<file path="src/rtl/tproc_pkg.sv">
`default_nettype none
// =====================================================================
// Module : tproc_pkg
// Brief  : Shared opcodes, widths and dispatcher FSM encoding.
// Rev    : 1.0
// =====================================================================
package tproc_pkg;

  localparam int ADDR_W  = 16;
  localparam int INSTR_W = 64;
  localparam int IDX_W   = 5;

  localparam logic [7:0] OP_NOP  = 8'h00;
  localparam logic [7:0] OP_LD_W = 8'h01;
  localparam logic [7:0] OP_CMP  = 8'h02;
  localparam logic [7:0] OP_ST   = 8'h03;
  localparam logic [7:0] OP_LD_F = 8'h04;
  localparam logic [7:0] OP_HALT = 8'hFF;

  typedef enum logic [2:0] {
    ST_IDLE     = 3'd0,
    ST_REQ      = 3'd1,
    ST_RECV     = 3'd2,
    ST_DISPATCH = 3'd3,
    ST_DONE     = 3'd4
  } state_t;

  function automatic logic [7:0] opcode_of(input logic [INSTR_W-1:0] instr);
    return instr[INSTR_W-1 -: 8];
  endfunction

endpackage
`default_nettype wire

</file>
<file path="src/rtl/instr_dispatch_if.sv">
`default_nettype none
// =====================================================================
// Module : instr_dispatch_if
// Brief  : Control, fetch and unit-handshake bundle of the dispatcher.
// Rev    : 1.0
// =====================================================================
interface instr_dispatch_if;
  import tproc_pkg::*;

  logic               start;
  logic [ADDR_W-1:0]  base_addr;
  logic [ADDR_W-1:0]  fetch_addr;
  logic               fetch_enable;
  logic [INSTR_W-1:0] in_instr;
  logic [IDX_W-1:0]   in_instr_addr;
  logic               in_instr_valid;
  logic               ld_valid;
  logic               ld_ready;
  logic               cp_valid;
  logic               cp_ready;
  logic               st_valid;
  logic               st_ready;
  logic [INSTR_W-1:0] disp_instr;
  logic               busy;
  logic               done;
  logic               err_overflow;
  logic               err_opcode;

  modport master (
    output start, base_addr, in_instr, in_instr_addr, in_instr_valid,
           ld_ready, cp_ready, st_ready,
    input  fetch_addr, fetch_enable, ld_valid, cp_valid, st_valid,
           disp_instr, busy, done, err_overflow, err_opcode
  );

  modport slave (
    input  start, base_addr, in_instr, in_instr_addr, in_instr_valid,
           ld_ready, cp_ready, st_ready,
    output fetch_addr, fetch_enable, ld_valid, cp_valid, st_valid,
           disp_instr, busy, done, err_overflow, err_opcode
  );

endinterface
`default_nettype wire

</file>
<file path="src/rtl/instr_fifo.sv">
`default_nettype none
// =====================================================================
// Module : instr_fifo
// Brief  : Synchronous instruction buffer with flush; push/pop may coincide.
// Rev    : 1.0
// =====================================================================
module instr_fifo #(
  parameter int DEPTH = 16,
  parameter int WIDTH = 64
) (
  input  wire logic             clk,
  input  wire logic             rst,
  input  wire logic             i_push,
  input  wire logic [WIDTH-1:0] i_data,
  input  wire logic             i_pop,
  input  wire logic             i_flush,
  output logic      [WIDTH-1:0] o_data,
  output logic                  o_full,
  output logic                  o_empty
);

  localparam int AW = $clog2(DEPTH);

  logic [WIDTH-1:0] r_mem [DEPTH];
  logic [AW-1:0]    r_wr_ptr;
  logic [AW-1:0]    r_rd_ptr;
  logic [AW:0]      r_count;
  logic             w_do_push;
  logic             w_do_pop;

  assign o_full    = (r_count == (AW+1)'(DEPTH));
  assign o_empty   = (r_count == '0);
  assign o_data    = r_mem[r_rd_ptr];
  // A pop in the same cycle frees the slot a push into a full buffer needs
  assign w_do_pop  = i_pop && !o_empty;
  assign w_do_push = i_push && (!o_full || w_do_pop);

  always_ff @(posedge clk) begin
    if (w_do_push) begin
      r_mem[r_wr_ptr] <= i_data;
    end
  end

  always_ff @(posedge clk) begin
    if (rst || i_flush) begin
      r_wr_ptr <= '0;
      r_rd_ptr <= '0;
      r_count  <= '0;
    end else begin
      if (w_do_push) begin
        r_wr_ptr <= r_wr_ptr + AW'(1);
      end
      if (w_do_pop) begin
        r_rd_ptr <= r_rd_ptr + AW'(1);
      end
      case ({w_do_push, w_do_pop})
        2'b10:   r_count <= r_count + (AW+1)'(1);
        2'b01:   r_count <= r_count - (AW+1)'(1);
        default: r_count <= r_count;
      endcase
    end
  end

endmodule
`default_nettype wire

</file>
<file path="src/rtl/instr_dispatch.sv">
`default_nettype none
// =====================================================================
// Module : instr_dispatch
// Brief  : Fetches instruction bursts and dispatches them in order to units.
// Rev    : 1.0
// =====================================================================
module instr_dispatch
  import tproc_pkg::*;
#(
  parameter int FIFO_DEPTH = 16,
  parameter int BURST_LEN  = 16
) (
  input wire logic         clk,
  input wire logic         rst,
  instr_dispatch_if.slave  bus
);

  localparam int CW = (BURST_LEN > 1) ? $clog2(BURST_LEN) : 1;

  state_t             r_state;
  state_t             w_state_nxt;
  logic [ADDR_W-1:0]  r_fetch_addr;
  logic [CW-1:0]      r_beat_cnt;
  logic               r_err_overflow;
  logic               r_err_opcode;

  logic [INSTR_W-1:0] w_head;
  logic [7:0]         w_op;
  logic               w_full;
  logic               w_empty;
  logic               w_push;
  logic               w_pop;
  logic               w_flush;
  logic               w_ld_valid;
  logic               w_cp_valid;
  logic               w_st_valid;
  logic               w_bad_op;
  logic               w_overflow;
  logic               w_last_beat;
  logic               w_disp_active;
  logic               w_unused;

  // Beat index is informational; beats are buffered in arrival order
  assign w_unused      = ^bus.in_instr_addr;
  assign w_op          = opcode_of(w_head);
  assign w_last_beat   = (r_beat_cnt == CW'(BURST_LEN - 1));
  assign w_disp_active = (r_state == ST_DISPATCH) && !w_empty;

  instr_fifo #(
    .DEPTH (FIFO_DEPTH),
    .WIDTH (INSTR_W)
  ) u_fifo (
    .clk     (clk),
    .rst     (rst),
    .i_push  (w_push),
    .i_data  (bus.in_instr),
    .i_pop   (w_pop),
    .i_flush (w_flush),
    .o_data  (w_head),
    .o_full  (w_full),
    .o_empty (w_empty)
  );

  always_ff @(posedge clk) begin
    if (rst) begin
      r_state <= ST_IDLE;
    end else begin
      r_state <= w_state_nxt;
    end
  end

  always_comb begin
    w_state_nxt = r_state;
    w_push      = 1'b0;
    w_pop       = 1'b0;
    w_flush     = 1'b0;
    w_ld_valid  = 1'b0;
    w_cp_valid  = 1'b0;
    w_st_valid  = 1'b0;
    w_bad_op    = 1'b0;
    w_overflow  = 1'b0;
    case (r_state)
      ST_IDLE: begin
        if (bus.start) begin
          w_state_nxt = ST_REQ;
        end
      end
      ST_REQ: begin
        w_state_nxt = ST_RECV;
      end
      ST_RECV: begin
        if (bus.in_instr_valid) begin
          w_push     = !w_full;
          w_overflow = w_full;
          if (w_last_beat) begin
            w_state_nxt = ST_DISPATCH;
          end
        end
      end
      ST_DISPATCH: begin
        if (w_empty) begin
          w_state_nxt = ST_REQ;
        end else begin
          case (w_op)
            OP_LD_F, OP_LD_W: begin
              w_ld_valid = 1'b1;
              w_pop      = bus.ld_ready;
            end
            OP_CMP: begin
              w_cp_valid = 1'b1;
              w_pop      = bus.cp_ready;
            end
            OP_ST: begin
              w_st_valid = 1'b1;
              w_pop      = bus.st_ready;
            end
            OP_NOP: begin
              w_pop = 1'b1;
            end
            OP_HALT: begin
              w_pop       = 1'b1;
              w_flush     = 1'b1;
              w_state_nxt = ST_DONE;
            end
            default: begin
              w_pop    = 1'b1;
              w_bad_op = 1'b1;
            end
          endcase
        end
      end
      ST_DONE: begin
        w_state_nxt = ST_IDLE;
      end
      default: begin
        w_state_nxt = ST_IDLE;
      end
    endcase
  end

  always_ff @(posedge clk) begin
    if (rst) begin
      r_fetch_addr   <= '0;
      r_beat_cnt     <= '0;
      r_err_overflow <= 1'b0;
      r_err_opcode   <= 1'b0;
    end else begin
      if ((r_state == ST_IDLE) && bus.start) begin
        r_fetch_addr   <= bus.base_addr;
        r_err_overflow <= 1'b0;
        r_err_opcode   <= 1'b0;
      end
      if ((r_state == ST_RECV) && bus.in_instr_valid) begin
        r_beat_cnt <= w_last_beat ? '0 : r_beat_cnt + CW'(1);
      end
      // Buffer drained without a halt: fetch the next sequential burst
      if ((r_state == ST_DISPATCH) && w_empty) begin
        r_fetch_addr <= r_fetch_addr + ADDR_W'(BURST_LEN);
      end
      if (w_overflow) begin
        r_err_overflow <= 1'b1;
      end
      if (w_bad_op) begin
        r_err_opcode <= 1'b1;
      end
    end
  end

  assign bus.fetch_addr   = r_fetch_addr;
  assign bus.fetch_enable = (r_state == ST_REQ);
  assign bus.busy         = (r_state != ST_IDLE);
  assign bus.done         = (r_state == ST_DONE);
  assign bus.ld_valid     = w_ld_valid;
  assign bus.cp_valid     = w_cp_valid;
  assign bus.st_valid     = w_st_valid;
  assign bus.disp_instr   = w_disp_active ? w_head : '0;
  assign bus.err_overflow = r_err_overflow;
  assign bus.err_opcode   = r_err_opcode;

endmodule
`default_nettype wire
</file>
<file path="src/flat_wrapper.sv">
// flat-port wrapper written by rule: the top's interface ports become plain ports
module instr_dispatch_flat import tproc_pkg::*;
#(
  parameter int FIFO_DEPTH = 16,
  parameter int BURST_LEN  = 16
)
  (clk, rst, bus_start, bus_base_addr, bus_in_instr, bus_in_instr_addr, bus_in_instr_valid, bus_ld_ready, bus_cp_ready, bus_st_ready, bus_fetch_addr, bus_fetch_enable, bus_ld_valid, bus_cp_valid, bus_st_valid, bus_disp_instr, bus_busy, bus_done, bus_err_overflow, bus_err_opcode);
  instr_dispatch_if bus_i ();
  input wire logic clk;
  input wire logic rst;
  input wire logic [$bits(bus_i.start)-1:0] bus_start;
  input wire logic [$bits(bus_i.base_addr)-1:0] bus_base_addr;
  input wire logic [$bits(bus_i.in_instr)-1:0] bus_in_instr;
  input wire logic [$bits(bus_i.in_instr_addr)-1:0] bus_in_instr_addr;
  input wire logic [$bits(bus_i.in_instr_valid)-1:0] bus_in_instr_valid;
  input wire logic [$bits(bus_i.ld_ready)-1:0] bus_ld_ready;
  input wire logic [$bits(bus_i.cp_ready)-1:0] bus_cp_ready;
  input wire logic [$bits(bus_i.st_ready)-1:0] bus_st_ready;
  output wire logic [$bits(bus_i.fetch_addr)-1:0] bus_fetch_addr;
  output wire logic [$bits(bus_i.fetch_enable)-1:0] bus_fetch_enable;
  output wire logic [$bits(bus_i.ld_valid)-1:0] bus_ld_valid;
  output wire logic [$bits(bus_i.cp_valid)-1:0] bus_cp_valid;
  output wire logic [$bits(bus_i.st_valid)-1:0] bus_st_valid;
  output wire logic [$bits(bus_i.disp_instr)-1:0] bus_disp_instr;
  output wire logic [$bits(bus_i.busy)-1:0] bus_busy;
  output wire logic [$bits(bus_i.done)-1:0] bus_done;
  output wire logic [$bits(bus_i.err_overflow)-1:0] bus_err_overflow;
  output wire logic [$bits(bus_i.err_opcode)-1:0] bus_err_opcode;
  assign bus_i.start = bus_start;
  assign bus_i.base_addr = bus_base_addr;
  assign bus_i.in_instr = bus_in_instr;
  assign bus_i.in_instr_addr = bus_in_instr_addr;
  assign bus_i.in_instr_valid = bus_in_instr_valid;
  assign bus_i.ld_ready = bus_ld_ready;
  assign bus_i.cp_ready = bus_cp_ready;
  assign bus_i.st_ready = bus_st_ready;
  assign bus_fetch_addr = bus_i.fetch_addr;
  assign bus_fetch_enable = bus_i.fetch_enable;
  assign bus_ld_valid = bus_i.ld_valid;
  assign bus_cp_valid = bus_i.cp_valid;
  assign bus_st_valid = bus_i.st_valid;
  assign bus_disp_instr = bus_i.disp_instr;
  assign bus_busy = bus_i.busy;
  assign bus_done = bus_i.done;
  assign bus_err_overflow = bus_i.err_overflow;
  assign bus_err_opcode = bus_i.err_opcode;
  instr_dispatch #(.FIFO_DEPTH(FIFO_DEPTH), .BURST_LEN(BURST_LEN)) u_core (.clk(clk), .rst(rst), .bus(bus_i));
endmodule
</file>
<file path="config.mk">
export PLATFORM = sky130hd
export DESIGN_NAME = instr_dispatch_flat
export DESIGN_NICKNAME = d
export VERILOG_FILES = /design/src/rtl/tproc_pkg.sv /design/src/rtl/instr_dispatch_if.sv /design/src/rtl/instr_fifo.sv /design/src/rtl/instr_dispatch.sv /design/src/flat_wrapper.sv
export SDC_FILE = /design/constraint.sdc
export NUM_CORES = 1
export LEC_CHECK = 0
export CAP_MARGIN = 40
export CORE_UTILIZATION = 55
export DETAILED_ROUTE_END_ITERATION = 7
export PLACE_DENSITY = 0.73
export SLEW_MARGIN = 5
export SYNTH_ARGS = -nofsm -noshare
export SYNTH_HDL_FRONTEND = slang
export SYNTH_SLANG_ARGS = --single-unit
</file>
<file path="constraint.sdc">
create_clock -name clk -period 18 [get_ports clk]
set_clock_uncertainty 0.05 [all_clocks]
set_input_delay 5.4 -clock clk [delete_from_list [all_inputs] [get_ports clk]]
set_output_delay 5.4 -clock clk [all_outputs]
set_load 0.01 [all_outputs]
</file>
==> impl_metrics.ini <==
[floorplanning]
die_w_um = 276
core_area_sq_mm = 0.0735
rows = 99
ios = 180
die-area_sq_mm = 0.0760
die_h_um = 276
initial_core_util = 0.560

[hold_path]
hp-start = u_core.bus.fetch_addr[3]
whs_path_depth = 2
hp-class = reg2reg
hold_end = u_core.bus.fetch_addr[3]

[worst_setup_path]
reg2reg_to = u_core.u_fifo.r_count[4]
cp.arrival_ps = 5260
worstPathMaxFanout = 39
critPathKind = reg2out
required_ps = 12550
r2r_cells = 18
endpoint_kind = output pin
start_kind = flop
r2r_setup_slack_ps = 11970

[pwr]
p_int_mw = 3.97
swShare = 0.193
ir_drop_uv = 81.1
p_leak_nw = 14.5
comb_power_share = 0.023
finalPower_mw = 4.92
powerDensity_mw_per_mm2 = 103
p_clk_frac = 0.421
pwr-share-seq = 0.556
switchingPower_uw = 947

[synth]
synth_enable_flop_cells = 1024
synth_area_sq_mm = 0.0412
synth_cells = 1816
synthArstFlopShare = 0
synth.distinct_cells = 61
ys_seq_elements = 1066
ys.flop_type = edfxtp_1
synth_top_area_cell = edfxtp_1
ys_seq_area_frac = 0.767
synth_nets = 1918
synth_top_area_frac = 0.747
syn-mean-instance-area_sq_um = 22.7
ys_warn_count = 0
synth.area.top_cells = edfxtp_1 (75%), mux4_2 (16%), dfxtp_1 (2.0%), nor2b_1 (0.90%), mux2i_1 (0.68%)

[clock_tree]
clk_pin_slew_ps = 70
cts_tree = yes
clockBufferDepth = 3
postCtsResizedCells = 0
numClockSinks = 1066
insertion_delay_ps = 650
numCtsBuffers = 102
cts_htree_levels = 3
root_buffer = clkbuf_16
cts_hold_buf = 0
postCtsSetupRepairBufs = 0

[global_route]
grt_pass1_vias = 20200
grt_max_degree = 59
grt_overflow = 0
grtUsageTotal = 0.241
antenna_found_initial = 9
grt_first_pass_wirelength_um = 132000

[outcome]
outcome = completed

[sta]
hold_viol = 0
period_needed_ps = 10710
period_share = 0.595
setup_tns_ps = 0
slew_headroom = 0.364
max_freq_ghz = 0.0934
worst_pin_slew_ps = 928
grt_setup_unrepaired = no
slew_violations = 0
setup_violations = 0

[final_layout]
fillers = 4546
most-common-layout-cells = edfxtp_1 (1024), mux4_2 (301), clkdlybuf4s50_1 (174)
synthToLayoutAreaGrowth_pct = 16.2
final_util = 0.651
layout-drive-gt1-share = 0.246
layout_commonest_cell = edfxtp_1
layout.nets = 2163

[place]
place.gp.congestion = 0.799
io_buffers = 174
place_hpwl_um = 47800

[run]
drv_cap = 0

[detailed_routing]
dr.pass1.iters = 5
wire_per_inst_um = 29.0
viasPerCell = 6.33
num_vias = 19600
drt-total-wl_um = 89900
drcViolationCount = 0
final_antenna_net_count = 0
drt-initial-drc-count = 2121
## through the flow
step	setup WS [ps]	instance area [sq um]	cells	hold slack, ps
floorplan	6830	41200	1816	404
global placement	6990	44100	2891	397
detailed placement	7930	44600	2916	408
CTS	7190	47800	3097	417
global route	6830	47800	3099	440
finish	7290	47800	3099	413
## worst max path at each step
stage,startpoint,to
2_1_floorplan,bus_in_instr_valid,u_core.u_fifo.r_mem[3][0]
6_report,flop,bus_ld_valid
5_1_grt,flop,bus_ld_valid
4_1_cts,flop,bus_ld_valid
3_3_place_gp,flop,bus_ld_valid
3_5_place_dp,flop,bus_ld_valid
## Yosys cell counts (3+ instances only)
cell type,n
nor3_1,17
nor4_1,3
nand4_1,6
buf_2,22
and2_1,4
mux2i_1,28
xnor2_1,6
nor2b_1,59
a22oi_1,6
or3_1,4
xor2_1,6
a211oi_2,3
a211oi_1,3
o21ai_0,5
clkbuf_1,51
o21bai_1,5
ha_1,10
inv_1,10
dfxtp_1,42
nand2_1,34
buf_1,14
buf_12,3
mux4_1,3
a221oi_1,11
nand2b_1,5
nand3_1,8
edfxtp_1,1024
a21o_1,3
a21oi_1,31
o211ai_1,4
nor2_1,49
mux4_2,301
## worst max-delay path, stage by stage (launching register included)
cell and delay, ps:
dfxtp_4 450, buf_16 290, buf_4 520, buf_16 290, buf_4 650, mux4_2 600
a22oi_1 350, nand4_1 260, nor2_1 290, nand2_1 80, nor3_1 140, clkdlybuf4s50_1 570
## cell type report
| type | count | area [sq um] | share of cell area |
|---|---|---|---|
| repair buffers | 234 | 2580 | 0.0540 |
| inverters | 13 | 52.6 | 0.00110 |
| well taps | 959 | 1200 | 0.0251 |
| diodes | 2 | 5.00 | 0.000105 |
| clock buffers | 132 | 2730 | 0.0570 |
| clock inverters | 49 | 464 | 0.00970 |
| multi-input cells | 644 | 9200 | 0.192 |
| flip-flops and latches | 1066 | 31600 | 0.661 |
## flip-flops by register name, indices dropped and copies added, names as in the netlist, named ones only
register / flops
u_core.u_fifo.r_count: 5
u_core.r_beat_cnt: 4
u_core.u_fifo.r_rd_ptr: 4
u_core.bus.err_overflow: 1
u_core.r_state: 3
u_core.u_fifo.r_mem: 1024
u_core.u_fifo.r_wr_ptr: 4
u_core.bus.err_opcode: 1
u_core.bus.fetch_addr: 16
## power groups by stage
stage | Sequential (mW) | Clock [mW] | Combinational (mW)
after floorplan | 2.79 | 0 | 0.0443
after global placement | 2.79 | 0 | 0.104
after detailed placement | 2.79 | 0 | 0.112
after CTS | 2.73 | 2.10 | 0.113
after global routing | 2.73 | 2.19 | 0.122
final | 2.73 | 2.07 | 0.112
## kinds of logic (layout without fill, tap and decap cells)
| group | Yosys count | in the layout | synth area share |
|---|---|---|---|
| other | 0 | 2 | 0 |
| flip-flops | 1066 | 1066 | 0.767 |
| AND/OR/NAND/NOR | 201 | 201 | 0.0254 |
| AO/OA/AOI/OAI | 88 | 88 | 0.0160 |
| buffers and inverters | 106 | 428 | 0.0121 |
| XOR/XNOR | 12 | 12 | 0.00255 |
| adder cells (fa/ha/maj) | 10 | 10 | 0.00304 |
| multiplexers | 333 | 333 | 0.174 |
## layer usage
metal	part of all wire	vias up	GRT usage
met5	0.00083	-	0
met4	0.019	12	0.0616
met3	0.078	129	0.0440
met2	0.50	883	0.397
met1	0.40	10400	0.338
li1	-	8163	-
(Power assumes the default switching activity.)
